**src/rtl/imem_if.sv**
```systemverilog
// -----------------------------------------------------------------------------
// imem_if
// Instruction-memory fetch handshake between the fetch stage and the
// instruction memory.
//   imem_req    : fetch request, held high until imem_rvalid
//   imem_addr   : fetch address (word aligned PC)
//   imem_rvalid : instruction data valid, may arrive in the request cycle
//   imem_rdata  : instruction word, meaningful when imem_req && imem_rvalid
// Modports:
//   master : the fetch unit (drives request/address)
//   slave  : the instruction memory (drives valid/data)
// -----------------------------------------------------------------------------
interface imem_if;
  logic        imem_req;
  logic [31:0] imem_addr;
  logic        imem_rvalid;
  logic [31:0] imem_rdata;

  modport master (
    output imem_req,
    output imem_addr,
    input  imem_rvalid,
    input  imem_rdata
  );

  modport slave (
    input  imem_req,
    input  imem_addr,
    output imem_rvalid,
    output imem_rdata
  );
endinterface

```
**src/rtl/ifetch_unit.sv**
```systemverilog
// -----------------------------------------------------------------------------
// ifetch_unit
// Instruction-fetch stage of the single-cycle MIPS core. Owns the PC, fetches
// one instruction per REQ phase over the imem handshake, presents it to the
// decoder for exactly one EXEC cycle, then updates the PC from Branch/Jump/zero.
//
// Ports:
//   clk, rst_n   : clock (rising edge) and asynchronous active-low reset
//   imem         : imem_if.master fetch handshake (req/addr out, rvalid/rdata in)
//   instr, op    : latched instruction register and its opcode field
//   instr_valid  : high only in the EXEC cycle; qualifies downstream writes
//   pc, pc_plus4 : current instruction address and its sequential successor
//   Branch, Jump : control decoder outputs, consumed only in EXEC
//   zero         : ALU zero flag, consumed only in EXEC
//   retired      : count of completed EXEC cycles, wraps to 0
// -----------------------------------------------------------------------------
module ifetch_unit #(
  parameter logic [31:0] RESET_PC = 32'h0000_3000,
  parameter int          CNT_W    = 32
) (
  input  logic             clk,
  input  logic             rst_n,
  imem_if.master           imem,
  output logic [31:0]      instr,
  output logic [5:0]       op,
  output logic             instr_valid,
  output logic [31:0]      pc,
  output logic [31:0]      pc_plus4,
  input  logic             Branch,
  input  logic             Jump,
  input  logic             zero,
  output logic [CNT_W-1:0] retired
);

  typedef enum logic [1:0] {
    S_IDLE = 2'd0,
    S_REQ  = 2'd1,
    S_EXEC = 2'd2
  } state_t;

  state_t           state_q, state_d;
  logic [31:0]      pc_q, pc_d;
  logic [31:0]      instr_q, instr_d;
  logic [CNT_W-1:0] retired_q, retired_d;

  logic [31:0] pc_plus4_w;
  logic [31:0] branch_off;
  logic [31:0] jump_target;
  logic [31:0] next_pc;
  logic        req_w;
  logic        valid_w;

  // All PC arithmetic is 32-bit; the carry out of bit 31 simply falls off.
  assign pc_plus4_w  = pc_q + 32'd4;
  assign branch_off  = {{14{instr_q[15]}}, instr_q[15:0], 2'b00};
  assign jump_target = {pc_plus4_w[31:28], instr_q[25:0], 2'b00};

  // Jump wins over a taken branch even though the decoder never asserts both.
  always_comb begin
    next_pc = pc_plus4_w;
    if (Jump) begin
      next_pc = jump_target;
    end else if (Branch && zero) begin
      next_pc = pc_plus4_w + branch_off;
    end
  end

  always_comb begin
    state_d   = state_q;
    pc_d      = pc_q;
    instr_d   = instr_q;
    retired_d = retired_q;
    req_w     = 1'b0;
    valid_w   = 1'b0;
    case (state_q)
      S_IDLE: begin
        state_d = S_REQ;
      end
      S_REQ: begin
        req_w = 1'b1;
        if (imem.imem_rvalid) begin
          instr_d = imem.imem_rdata;
          state_d = S_EXEC;
        end
      end
      S_EXEC: begin
        valid_w   = 1'b1;
        pc_d      = next_pc;
        retired_d = retired_q + {{(CNT_W-1){1'b0}}, 1'b1};
        state_d   = S_REQ;
      end
      default: begin
        state_d = S_IDLE;
      end
    endcase
  end

  always_ff @(posedge clk or negedge rst_n) begin
    if (!rst_n) begin
      state_q   <= S_IDLE;
      pc_q      <= RESET_PC;
      instr_q   <= 32'h0000_0000;
      retired_q <= '0;
    end else begin
      state_q   <= state_d;
      pc_q      <= pc_d;
      instr_q   <= instr_d;
      retired_q <= retired_d;
    end
  end

  // imem_req is decoded from the state register, so an asynchronous reset
  // drops it immediately and the address (pc_q) stays stable through a stall.
  assign imem.imem_req  = req_w;
  assign imem.imem_addr = pc_q;

  assign instr       = instr_q;
  assign op          = instr_q[31:26];
  assign instr_valid = valid_w;
  assign pc          = pc_q;
  assign pc_plus4    = pc_plus4_w;
  assign retired     = retired_q;

endmodule

```
**src/flat_wrapper.sv**
```systemverilog
// flat-port wrapper written by rule: the top's interface ports become plain ports
module ifetch_unit_flat 
#(
  parameter logic [31:0] RESET_PC = 32'h0000_3000,
  parameter int          CNT_W    = 32
)
  (clk, rst_n, instr, op, instr_valid, pc, pc_plus4, Branch, Jump, zero, retired, imem_imem_req, imem_imem_addr, imem_imem_rvalid, imem_imem_rdata);
  imem_if imem_i ();
  input  logic clk;
  input  logic rst_n;
  output logic [31:0] instr;
  output logic [5:0] op;
  output logic instr_valid;
  output logic [31:0] pc;
  output logic [31:0] pc_plus4;
  input  logic Branch;
  input  logic Jump;
  input  logic zero;
  output logic [CNT_W-1:0] retired;
  output wire logic [$bits(imem_i.imem_req)-1:0] imem_imem_req;
  output wire logic [$bits(imem_i.imem_addr)-1:0] imem_imem_addr;
  input wire logic [$bits(imem_i.imem_rvalid)-1:0] imem_imem_rvalid;
  input wire logic [$bits(imem_i.imem_rdata)-1:0] imem_imem_rdata;
  assign imem_imem_req = imem_i.imem_req;
  assign imem_imem_addr = imem_i.imem_addr;
  assign imem_i.imem_rvalid = imem_imem_rvalid;
  assign imem_i.imem_rdata = imem_imem_rdata;
  ifetch_unit #(.RESET_PC(RESET_PC), .CNT_W(CNT_W)) u_core (.clk(clk), .rst_n(rst_n), .imem(imem_i), .instr(instr), .op(op), .instr_valid(instr_valid), .pc(pc), .pc_plus4(pc_plus4), .Branch(Branch), .Jump(Jump), .zero(zero), .retired(retired));
endmodule
```
**config.mk**
```make
export PLATFORM = sky130hd
export DESIGN_NAME = ifetch_unit_flat
export DESIGN_NICKNAME = d
export VERILOG_FILES = /design/src/rtl/imem_if.sv /design/src/rtl/ifetch_unit.sv /design/src/flat_wrapper.sv
export SDC_FILE = /design/constraint.sdc
export NUM_CORES = 1
export LEC_CHECK = 0
export BUFFER_PORTS_ARGS = -buffer_cell sky130_fd_sc_hd__buf_2
export CAP_MARGIN = 20
export CELL_PAD_IN_SITES_DETAIL_PLACEMENT = 0
export CELL_PAD_IN_SITES_GLOBAL_PLACEMENT = 2
export CORE_MARGIN = 3
export CORE_UTILIZATION = 32
export DETAILED_ROUTE_END_ITERATION = 8
export PLACE_DENSITY_LB_ADDON = 0.1
export SETUP_SLACK_MARGIN = 0.4
export SLEW_MARGIN = 0
export SYNTH_ARGS = -nofsm -noshare
export SYNTH_HDL_FRONTEND = slang
export SYNTH_SLANG_ARGS = --single-unit
export TNS_END_PERCENT = 1
```
**constraint.sdc**
```tcl
create_clock -name clk -period 9.39 [get_ports clk]
set_clock_uncertainty 0.05 [all_clocks]
set_input_delay 0.4695 -clock clk [delete_from_list [all_inputs] [get_ports clk]]
set_output_delay 0.4695 -clock clk [all_outputs]
set_load 0.03 [all_outputs]
```
Word level (Yosys, flattened, before mapping):

Cells that the tools add are included.

* bits in registers: 98
* word-level logic and storage cells: 20

* muxes and demuxes: 6
* reductions and logical operators: 4
* equal/unequal tests: 3
* add/sub/neg operators: 3

Operators with widths (count)
* $mux 32: 2
* $add 32x1->32 const B: 1
* $add 32x3->32 const B: 1
* $add 32x32->32: 1
* $pmux 2 s2: 1
* $eq 2x1->1 const B: 1
* $eq 2x2->1 const B: 1
* $logic_not 2->1: 1
* $mux 1: 2
* $mux 2: 1
* $ne 2x2->1 const B: 1
* $reduce_and 2->1: 1
* $reduce_or 2->1: 1
* $logic_and 1x1->1: 1

Longest topological paths before layout:

Gate-level depths: netlist of run 1.

* word-level depth: 4
* gate-level depth with buffers: 18
* mapped depth without buffers: 17

Least setup slack after synthesis of run 1:

Ideal clock, no wire load.

* kind: reg-to-reg
* start: register u_core.pc_q[2] (netlist: u_core.imem.imem_addr[2])
* end: register u_core.pc_q[23] (netlist: u_core.imem.imem_addr[23])
* period minus slack after synthesis: 4.262 ns
* required time: 9.215 ns
* setup time: 0.125 ns
* stages on the path, launching flop included: 17
* slack: 5.128 ns
* data arrival time: 4.087 ns
* buffers on the path: 1
* path through: dfrtp_1 > ha_1 > nand4_1 > nor2_1 > nand4_1 > nor2_2 > nand2_1 > xnor2_1 > ha_1 > clkbuf_1 > a21o_1 > a21oi_1 > o221ai_1 > or3_2 > nand3_1 > a31oi_1 > mux2_2

* longest elaborated chain between the ends: 4

RTL lines
* start, declared: line ifetch_unit.sv:42 `logic [31:0] pc_q, pc_d;`
* start signal, assigned: line ifetch_unit.sv:106 `pc_q <= pc_d;`
* $add 32x3->32: line ifetch_unit.sv:54 `assign pc_plus4_w = pc_q + 32'd4;`
* named net pc_plus4[20]: line flat_wrapper.sv:15 `output logic [31:0] pc_plus4;`
* $add 32x32->32: line ifetch_unit.sv:64 `next_pc = pc_plus4_w + branch_off;`
* $mux 32: line ifetch_unit.sv:63 `end else if (Branch && zero) begin`
* $mux 32: line ifetch_unit.sv:61 `if (Jump) begin`

The timed path passes the listed nets, and every way through them passes these cells.
A chain may end at the register's enable or synchronous reset.

Final worst setup path of run 1:

* start: register u_core.pc_q[2] (netlist: u_core.imem.imem_addr[2])
* end: register u_core.pc_q[31] (netlist: u_core.imem.imem_addr[31])

* longest elaborated chain between the ends: 4

RTL lines (line)
* $add 32x3->32 *: ifetch_unit.sv:54
* $add 32x32->32: ifetch_unit.sv:64
* $mux 32: ifetch_unit.sv:63
* $mux 32 *: ifetch_unit.sv:61

Every way passes the cells marked *; elsewhere a longest branch is shown, timed or not.

==> impl_metrics.yaml, run 1 <==
synth:
  ys_async_sr_fraction_pct: 100.0
  yosysSeqAreaShare_pct: 35.80
  synth_cell_types: 62
  synth_cells: 807
  synth_flop_cell: "dfrtp_1"
  synth.largest_area_cell: "dfrtp_1"
  postSynthAreaPerCell_um2: 8.323
  synth_area_leaders: "dfrtp_1 (35%), nand2_1 (10%), xnor2_1 (7.7%)"
  yosysTopAreaCellShare_pct: 35.02
  synth_seq_cells: 96
  ys_top_cells_by_count: "nand2_1 (181), dfrtp_1 (94), xnor2_1 (59)"
  synth_area_um2: 6716
  synth_edf_count: 0
  yosysMostFrequentCell: "nand2_1"
  yosys_warnings: 0
critical_path:
  crit_required_ns: 9.62
  crit_type: "reg2reg"
  end_kind: "flop"
  arrival_ns: 4.39
  startpoint_type: "flop"
  cp_max_fo: 8
clock_tree:
  tritoncts: "done"
  cts_num_sinks: 96
  clock_latency_ns: 0.36
  clockBufferDepth: 2
  cts_root_buffer: "clkbuf_16"
  clk_pin_slew_ns: 0.08
  post_cts.repair.setup_buffers: 0
  numCtsBuffers: 9
  htree_num_levels: 3
  cts_resized: 0
placement:
  dp_hpwl_um: 16380
  dp.cells: 1217
  post-place-ws_ns: 5.205
  gp_congestion: 0.8254
  port_buffers: 199
global_routing:
  antenna_found_initial: 0
  grt_max_degree: 70
  grt_pass1_vias: 6148
  grt_use_total_pct: 19.48
  grt_overflow: 0
  grt_pass1_wl_um: 34860
route:
  drc_errors: 0
  vias_per_cell: 4.940
  antenna_left: 0
  wl_per_cell_um: 17.57
  vias: 6096
  wl_um: 21680
  first_pass_iters: 4
  drt-initial-drc-count: 270
die:
  die_w_um: 150.9
  die_area_um2: 22760
  core-area_um2: 20430
  ios: 206
  rows: 52
  fp.dieH_um: 150.9
  start_util_pct: 32.88
power_and_ir_drop:
  p_leak_nw: 4.039
  pwr_density_cell_nw_per_um2: 355.2
  peakVddDrop_mv: 0.1346
min_path:
  hold_path_class: "in2reg"
timing:
  setup_ws_ns: 5.230
  holdWs_ns: 0.2432
  fin_crit_sh_pct: 44.30
  fin_crit_ns: 4.160
  slew_headroom_pct: 36.53
  fmax_ghz: 0.2404
  hold_viol_final: 0
  finalSetupViolations: 0
  slew_violations: 0
  rsz0062_at_grt: "no"
  setup-tns-final_ns: 0
  tightest_slew_ns: 0.9486
finish:
  layout.cells.non_filler: 1234
  nets: 1035
  syn_to_final_growth_pct: 19.49
  drive_gt1_share_pct: 25.21
  diodes: 0
job:
  maxCapViolations: 0
status:
  outcome: "complete, no violations"
==> power breakdown <==
group	switching [W]	internal, W
sequential	0.000167	0.000519
combinational	0.00119	0.000571
clock	0.000191	0.000215
total	0.00155	0.00131
==> worst max-delay path: stages, from the launching register on <==
cell and delay [ns]:
dfrtp_1 0.46, ha_1 0.24, nand4_1 0.20, nor2_1 0.21
nand4_1 0.31, nor2_2 0.31, nand2_1 0.10, xnor2_1 0.28
ha_1 0.38, a21o_1 0.21, a21oi_1 0.13, o221ai_1 0.20
a22o_1 0.26, a21oi_2 0.12, mux2i_1 0.09, nor2_1 0.15
mux2i_1 0.24, xnor2_1 0.14
==> repair_timing <==
action | 4_1_cts | 5_1_grt
hold buffers | 1 | 0
setup endpoints to repair | 0 | 0
hold endpoints to repair | 25 | 0
==> placed cells by master, fill, tap and decap left out, types with 11 or more instances in the layout <==
master	count
xor2_1	23
nand2_1	181
ha_1	37
a21oi_1	42
nand4_1	16
a21o_1	11
nand3_1	30
buf_2	198
and3_1	16
o21ai_0	40
dfrtp_1	94
nor2_1	50
xnor2_1	59
inv_1	16
==> layer usage <==
metal / wire (µm) / global-route usage (%) / up-vias / part of all wire [%]
met3: 1248 / 4.309 / 15 / 5.8
met1: 10290 / 27.55 / 2872 / 47
met5: 0 / 0 / - / 0
li1: - / - / 3045 / -
met4: 203 / 4.170 / 0 / 0.94
met2: 9938 / 30.63 / 164 / 46
==> sequential cells by signal, summed over array words and instances (netlist names) <==
register and cells:
u_core.state_q 2, u_core.retired 32, u_core.imem.imem_addr 30, u_core.instr 32
==> per-stage QoR <==
stage,cell area [µm²],util (%),total power [W]
6_report,8025,39.28,0.002850
3_5_place_dp,7695,37.67,0.002458
4_1_cts,8025,39.28,0.002883
3_3_place_gp,7695,37.67,0.002477
5_1_grt,8025,39.28,0.003087
2_1_floorplan,6735,-,0.002031
==> area by class of cell <==
type,count,area (µm²)
clock inverters,7,95.09
repair buffers,207,1061
flip-flops and latches,96,2405
well taps,270,337.8
inverters,16,60.06
fillers,2164,12400
clock buffers,9,225.2
multi-input cells,629,3841
==> path summary, 6_finish.rpt <==
check                                    startpoint                         to  slack [ns]  cells after the start
max                        u_core.imem.imem_addr[2]  u_core.imem.imem_addr[31]        5.23                     17
min                             imem_imem_rdata[18]           u_core.instr[18]        0.24                      3
max reg2reg                u_core.imem.imem_addr[2]  u_core.imem.imem_addr[31]        5.23                     17
min reg2reg                       u_core.state_q[0]          u_core.state_q[0]        0.42                      1
max in group asynchronous                     rst_n           u_core.instr[15]        7.54                      3
min in group asynchronous                     rst_n         u_core.retired[31]        0.51                      2
==> cells by family (layout without fill, tap and decap cells) <==
group	after synthesis	count (layout)	synth area share, %
simple gates	331	331	22.00
compound gates	164	164	15.69
flops	96	96	35.80
buf+inv	87	239	7.321
xor+xnor	82	82	10.69
fa+ha+maj	38	38	7.191
mux	8	8	1.248
other cells	1	6	0.05583
(Power assumes the default switching activity.)
==> run 2, diff against run 1 <==
--- a/config.mk
+++ b/config.mk
@@ -10,7 +10,7 @@
 export CELL_PAD_IN_SITES_DETAIL_PLACEMENT = 0
 export CELL_PAD_IN_SITES_GLOBAL_PLACEMENT = 2
 export CORE_MARGIN = 3
-export CORE_UTILIZATION = 32
+export CORE_UTILIZATION = 30
 export DETAILED_ROUTE_END_ITERATION = 8
 export PLACE_DENSITY_LB_ADDON = 0.1
 export SETUP_SLACK_MARGIN = 0.4
==> constraint.sdc (replaced) <==
create_clock -name clk -period 4.1 [get_ports clk]
set_clock_uncertainty 0.05 [all_clocks]
set_input_delay 0.205 -clock clk [delete_from_list [all_inputs] [get_ports clk]]
set_output_delay 0.205 -clock clk [all_outputs]
set_load 0.03 [all_outputs]
==> run 2 against run 1 <==
Effect of this change: wire length is 4.7% higher; via count is 2.1% higher; clock power is 110% higher; combinational power grew to 2.5 times the previous value; sequential share of layout area is 2.7 points lower; power is 140% higher; flip-flop and latch count stayed put; worst hold slack worse by 0.22 ns; cell area is 10% higher; critical path depth is 1 lower.
==> impl_metrics.yaml, run 2 (same netlist as run 1, synthesis figures left out) <==
job:
  maxCapViolations: 0
timing:
  setup-tns-final_ns: 0
  slew_violations: 0
  hold_viol_final: 0
  fin_crit_ns: 3.585
  slew_headroom_pct: 26.50
  finalSetupViolations: 0
  rsz0062_at_grt: "yes"
  fin_crit_sh_pct: 87.43
  tightest_slew_ns: 1.102
  fmax_ghz: 0.2790
min_path:
  hold_path_class: "in2reg"
  hp-start: "imem_imem_rdata[17]"
  hold_end: "u_core.instr[17]"
  hold_depth: 3
power_and_ir_drop:
  pwr_density_cell_nw_per_um2: 778.4
  p_leak_nw: 4.374
  peakVddDrop_mv: 0.3363
  finalPower_w: 0.006884
die:
  rows: 54
  ios: 206
  die_area_um2: 24220
  start_util_pct: 30.68
  die_w_um: 155.6
  core-area_um2: 21890
  fp.dieH_um: 155.6
critical_path:
  reg2regPathDepth: 16
  crit_type: "reg2reg"
  startpoint_type: "flop"
  end_kind: "flop"
  crit_slowest_cell: "dfrtp_2"
  timing.rr.end: "u_core.imem.imem_addr[23]"
  cp_max_fo: 4
  critPathTopFamily: "simple AND/OR/NAND/NOR gates"
  arrival_ns: 3.77
  crit_path_cell_trace: "ha_4 -> nand4_1 -> nor2_2 -> nand4_1 -> buf_4 -> nor2_2 -> xor2_2 -> ha_2 -> a21oi_2 -> o21a_1 -> o221ai_2 -> buf_4 -> or3_4 -> nand3_2 -> a31oi_1 -> mux2_2"
  crit_required_ns: 4.28
  critPathBufInv: 2
  reg2reg_from: "u_core.imem.imem_addr[3]"
  ff2ff_setup_slack_ns: 0.52
  slowest_delay_ns: 0.39
route:
  drc_errors: 0
  drt-initial-drc-count: 213
  wl_um: 22700
  antenna_left: 0
  wl_per_cell_um: 17.52
  first_pass_iters: 4
  vias_per_cell: 4.802
  vias: 6224
placement:
  dp_hpwl_um: 16870
  port_buffers: 199
  gp_congestion: 0.8778
clock_tree:
  clk_pin_slew_ns: 0.08
  tritoncts: "done"
  cts_root_buffer: "clkbuf_16"
  numCtsBuffers: 9
  clock_latency_ns: 0.36
  htree_num_levels: 3
  clockBufferDepth: 2
  cts_num_sinks: 96
status:
  outcome: "complete, no violations"
finish:
  drive_gt1_share_pct: 31.40
  mostFrequentLayoutCell: "buf_2"
  nets: 1087
  diodes: 0
  layout_common_cells: "buf_2 (198), nand2_1 (180), dfrtp_1 (88)"
  syn_to_final_growth_pct: 31.67
  fillers: 2298
global_routing:
  antenna_found_initial: 0
  grt_use_total_pct: 18.64
  grt_pass1_wl_um: 35650
  grt_max_degree: 65
  grt_overflow: 0
  grt_pass1_vias: 6181
==> run 2: final cells by class <==
type	count	area (µm²)	area share, %
Clock inverter	7	66.31	0.7499
Clock buffer	9	225.2	2.547
Timing Repair Buffer	259	1525	17.25
Sequential cell	96	2412	27.28
Inverter	16	60.06	0.6791
Multi-Input combinational cell	629	4204	47.54
Tap cell	280	350.3	3.962
==> run 2: worst reg2reg max path: cells and delay by family, from the launching register on <==
family | cells | cell delay (ns)
AO/OA/AOI/OAI | 4 | 0.56
XOR/XNOR | 1 | 0.19
adder cells (fa/ha/maj) | 2 | 0.49
buffers and inverters | 2 | 0.40
flip-flops | 1 | 0.39
multiplexers | 1 | 0.31
AND/OR/NAND/NOR | 6 | 1.07
==> run 2: report_power, final <==
group | switching (W) | internal [W] | leakage (nW) | total (W)
Clock | 0.000420 | 0.000425 | 0.141 | 0.000845
Combinational | 0.00287 | 0.00160 | 3.02 | 0.00447
Sequential | 0.000373 | 0.00119 | 1.21 | 0.00157
==> run 2: what timing repair did <==
item | CTS | global route
hold buffers | 29 | 0
pin swaps | 4 | 11
buffers inserted | 4 | 5
hold endpoints to repair | 91 | 0
gates resized for setup | 13 | 28
endpoints found under the setup margin | 8 | 12
gates cloned | 0 | 0
==> run 2: worst max path at each step <==
stage,startpoint,to,slack [ns],depth (start not counted)
final,u_core.imem.imem_addr[3],u_core.imem.imem_addr[23],0.52,16
after global placement,u_core.imem.imem_addr[2],u_core.imem.imem_addr[31],0.12,17
after global routing,u_core.imem.imem_addr[2],u_core.imem.imem_addr[31],0.27,17
after CTS,u_core.imem.imem_addr[20],u_core.imem.imem_addr[31],0.39,15
after detailed placement,u_core.imem.imem_addr[2],u_core.imem.imem_addr[31],0.06,16
after floorplan,u_core.imem.imem_addr[9],u_core.imem.imem_addr[31],0.34,15
==> run 2: through the flow <==
| stage | utilization (%) | worst slack [ns] | hold WS (ns) | std cells | cell area [µm²] |
|---|---|---|---|---|---|
| global placement | 36.56 | 0.1163 | 0.3340 | 1242 | 8003 |
| floorplan | - | 0.3378 | -0.1406 | 812 | 6928 |
| detailed placement | 36.56 | 0.06409 | 0.3344 | 1242 | 8003 |
| finish | 40.40 | 0.5153 | 0.02242 | 1296 | 8843 |
| CTS | 39.66 | 0.3925 | 0.002976 | 1291 | 8682 |
| global route | 40.40 | 0.2713 | 0.03476 | 1296 | 8843 |
==> run 2: per-layer routing <==
layer / routed length [µm] / vias to the layer above / GRT usage, % / share of wire, %
met5: 0 / - / 0 / 0
met4: 307 / 0 / 4.585 / 1.4
met3: 1135 / 14 / 3.578 / 5.0
met2: 10360 / 144 / 29.69 / 46
met1: 10900 / 2924 / 26.24 / 48
li1: - / 3142 / - / -
==> run 3, diff against run 2 <==
--- a/config.mk
+++ b/config.mk
@@ -7,13 +7,10 @@
 export LEC_CHECK = 0
 export BUFFER_PORTS_ARGS = -buffer_cell sky130_fd_sc_hd__buf_2
 export CAP_MARGIN = 20
-export CELL_PAD_IN_SITES_DETAIL_PLACEMENT = 0
-export CELL_PAD_IN_SITES_GLOBAL_PLACEMENT = 2
 export CORE_MARGIN = 3
-export CORE_UTILIZATION = 30
+export CORE_UTILIZATION = 45
 export DETAILED_ROUTE_END_ITERATION = 8
-export PLACE_DENSITY_LB_ADDON = 0.1
-export SETUP_SLACK_MARGIN = 0.4
+export PLACE_DENSITY = 0.71
 export SLEW_MARGIN = 0
 export SYNTH_ARGS = -nofsm -noshare
 export SYNTH_HDL_FRONTEND = slang
==> run 3 against run 2 <==
Effect of this change: cell count shrank 8.3%; first-iteration DRC count increased by 120%; cell area is 5.8% lower; highest routed layer unchanged.
==> impl_metrics.yaml, run 3 (same netlist as run 1, synthesis figures left out) <==
timing:
  tightest_slew_ns: 1.098
  fin_crit_sh_pct: 93.28
  finalSetupViolations: 0
  slew_violations: 0
  slew_headroom_pct: 26.78
  fin_crit_ns: 3.824
  setup_ws_ns: 0.2755
  fmax_ghz: 0.2615
  setup-tns-final_ns: 0
  hold_viol_final: 0
finish:
  nets: 1075
  fillers: 1336
  syn_to_final_growth_pct: 24.01
  diodes: 0
  layout.cells.non_filler: 1188
  mostFrequentLayoutCell: "buf_2"
  drive_gt1_share_pct: 25.70
  finish.utilization_pct: 57.09
  layout_common_cells: "buf_2 (198), nand2_1 (181), dfrtp_1 (94)"
critical_path:
  reg2regPathDepth: 17
  arrival_ns: 4.04
  end_kind: "flop"
  cp_max_fo: 7
  startpoint_type: "flop"
  crit_type: "reg2reg"
  crit_required_ns: 4.32
power_and_ir_drop:
  power_frac_seq_pct: 24.1
  power.switching_w: 0.003448
  p_comb_share_pct: 63.1
  pwr_density_cell_nw_per_um2: 780.3
  p_leak_nw: 4.219
  clkPwrFrac_pct: 12.8
  p_int_w: 0.003051
  peakVddDrop_mv: 0.4435
  swShare_pct: 53.05
die:
  rows: 44
  ios: 206
  start_util_pct: 46.04
  die_w_um: 128.2
  core-area_um2: 14590
  die_area_um2: 16430
  fp.dieH_um: 128.2
clock_tree:
  cts_num_sinks: 96
  cts_root_buffer: "clkbuf_16"
  htree_num_levels: 3
  tritoncts: "done"
  clock_latency_ns: 0.35
  clockBufferDepth: 2
  numCtsBuffers: 9
  clk_pin_slew_ns: 0.07
global_routing:
  grt_pass1_wl_um: 31540
  grt_use_total_pct: 23.92
  grt_overflow: 0
  grt_max_degree: 67
  antenna_found_initial: 0
  grt_pass1_vias: 6093
placement:
  dp_hpwl_um: 14020
  port_buffers: 199
  gp_congestion: 0.9185
  post-place-ws_ns: 0.04190
  dp.cells: 1138
route:
  vias_per_cell: 5.350
  wl_um: 19270
  drt-initial-drc-count: 469
  antenna_left: 0
  drc_errors: 0
  vias: 6356
  first_pass_iters: 5
  wl_per_cell_um: 16.22
job:
  maxCapViolations: 0
min_path:
  hold_path_class: "in2reg"
  hold_depth: 3
status:
  outcome: "complete, no violations"
-- run 3: changes by cell type in the layout (fill, tap and decap cells not counted), moves of 8 or more --
cell | previous run | this run
xnor2_1 | 45 | 56
ha_4 | 9 | 0
buf_4 | 31 | 16
xnor2_2 | 11 | 3
ha_1 | 25 | 35
-- run 3: final timing paths --
check	startpoint	to	slack [ns]
min in group asynchronous	rst_n	u_core.retired[31]	0.45
max reg2reg	u_core.imem.imem_addr[3]	u_core.imem.imem_addr[31]	0.28
min	imem_imem_rdata[10]	u_core.instr[10]	0.02
max in group asynchronous	rst_n	u_core.imem.imem_addr[13]	2.55
max	u_core.imem.imem_addr[3]	u_core.imem.imem_addr[31]	0.28
min reg2reg	u_core.retired[31]	u_core.retired[31]	0.41
-- run 3: worst max-delay path: stages, from the launching register on --
cell,delay (ns)
dfrtp_1,0.43
ha_2,0.24
nand4_1,0.17
nor2_1,0.19
nand4_1,0.10
buf_4,0.19
nor2_4,0.14
nand4_1,0.16
xnor2_2,0.19
ha_2,0.41
nand4_1,0.14
a2111o_1,0.37
a21oi_2,0.20
a21oi_2,0.09
mux2i_1,0.13
nor2_1,0.16
mux2i_1,0.23
xnor2_1,0.14
-- run 3: stage by stage --
stage / hold slack (ns) / total power, W / cell area [µm²]
after floorplan: -0.1406 / 0.004660 / 6750
after global placement: 0.3192 / 0.005568 / 7655
after detailed placement: 0.3206 / 0.005591 / 7655
after CTS: 0.007511 / 0.006482 / 8269
after global routing: 0.02760 / 0.006998 / 8329
final: 0.01804 / 0.006499 / 8329
-- run 3: area by class of cell --
cell class                      count  area (µm²)  area share, %
Clock buffer                       13       270.3          3.245
Clock inverter                      3       23.77         0.2854
Inverter                           16       60.06         0.7210
Multi-Input combinational cell    629        3881          46.60
Sequential cell                    96        2405          28.87
Tap cell                          184       230.2          2.764
Timing Repair Buffer              247        1459          17.52
-- run 3: repair_timing --
item | in CTS | in global routing
setup buffers | 0 | 1
endpoints found under the hold margin | 96 | 0
hold buffers | 32 | 0
endpoints found under the setup margin | 0 | 12
resized for setup | 0 | 6
-- run 3: layer usage --
layer  track usage [%]  wire (µm)  vias up
met4             5.930        264        0
met5                 0          0        -
met2             38.60       9055      208
met1             33.10       8648     3003
li1                  -          -     3124
met3             4.792       1302       21
-- run 3: power groups by stage --
stage,clock [W],combinational [W],sequential (W)
finish,0.000835,0.00410,0.00157
global route,0.000905,0.00448,0.00162
CTS,0.000858,0.00406,0.00156
detailed placement,0,0.00402,0.00157
global placement,0,0.00400,0.00157
floorplan,0,0.00270,0.00196
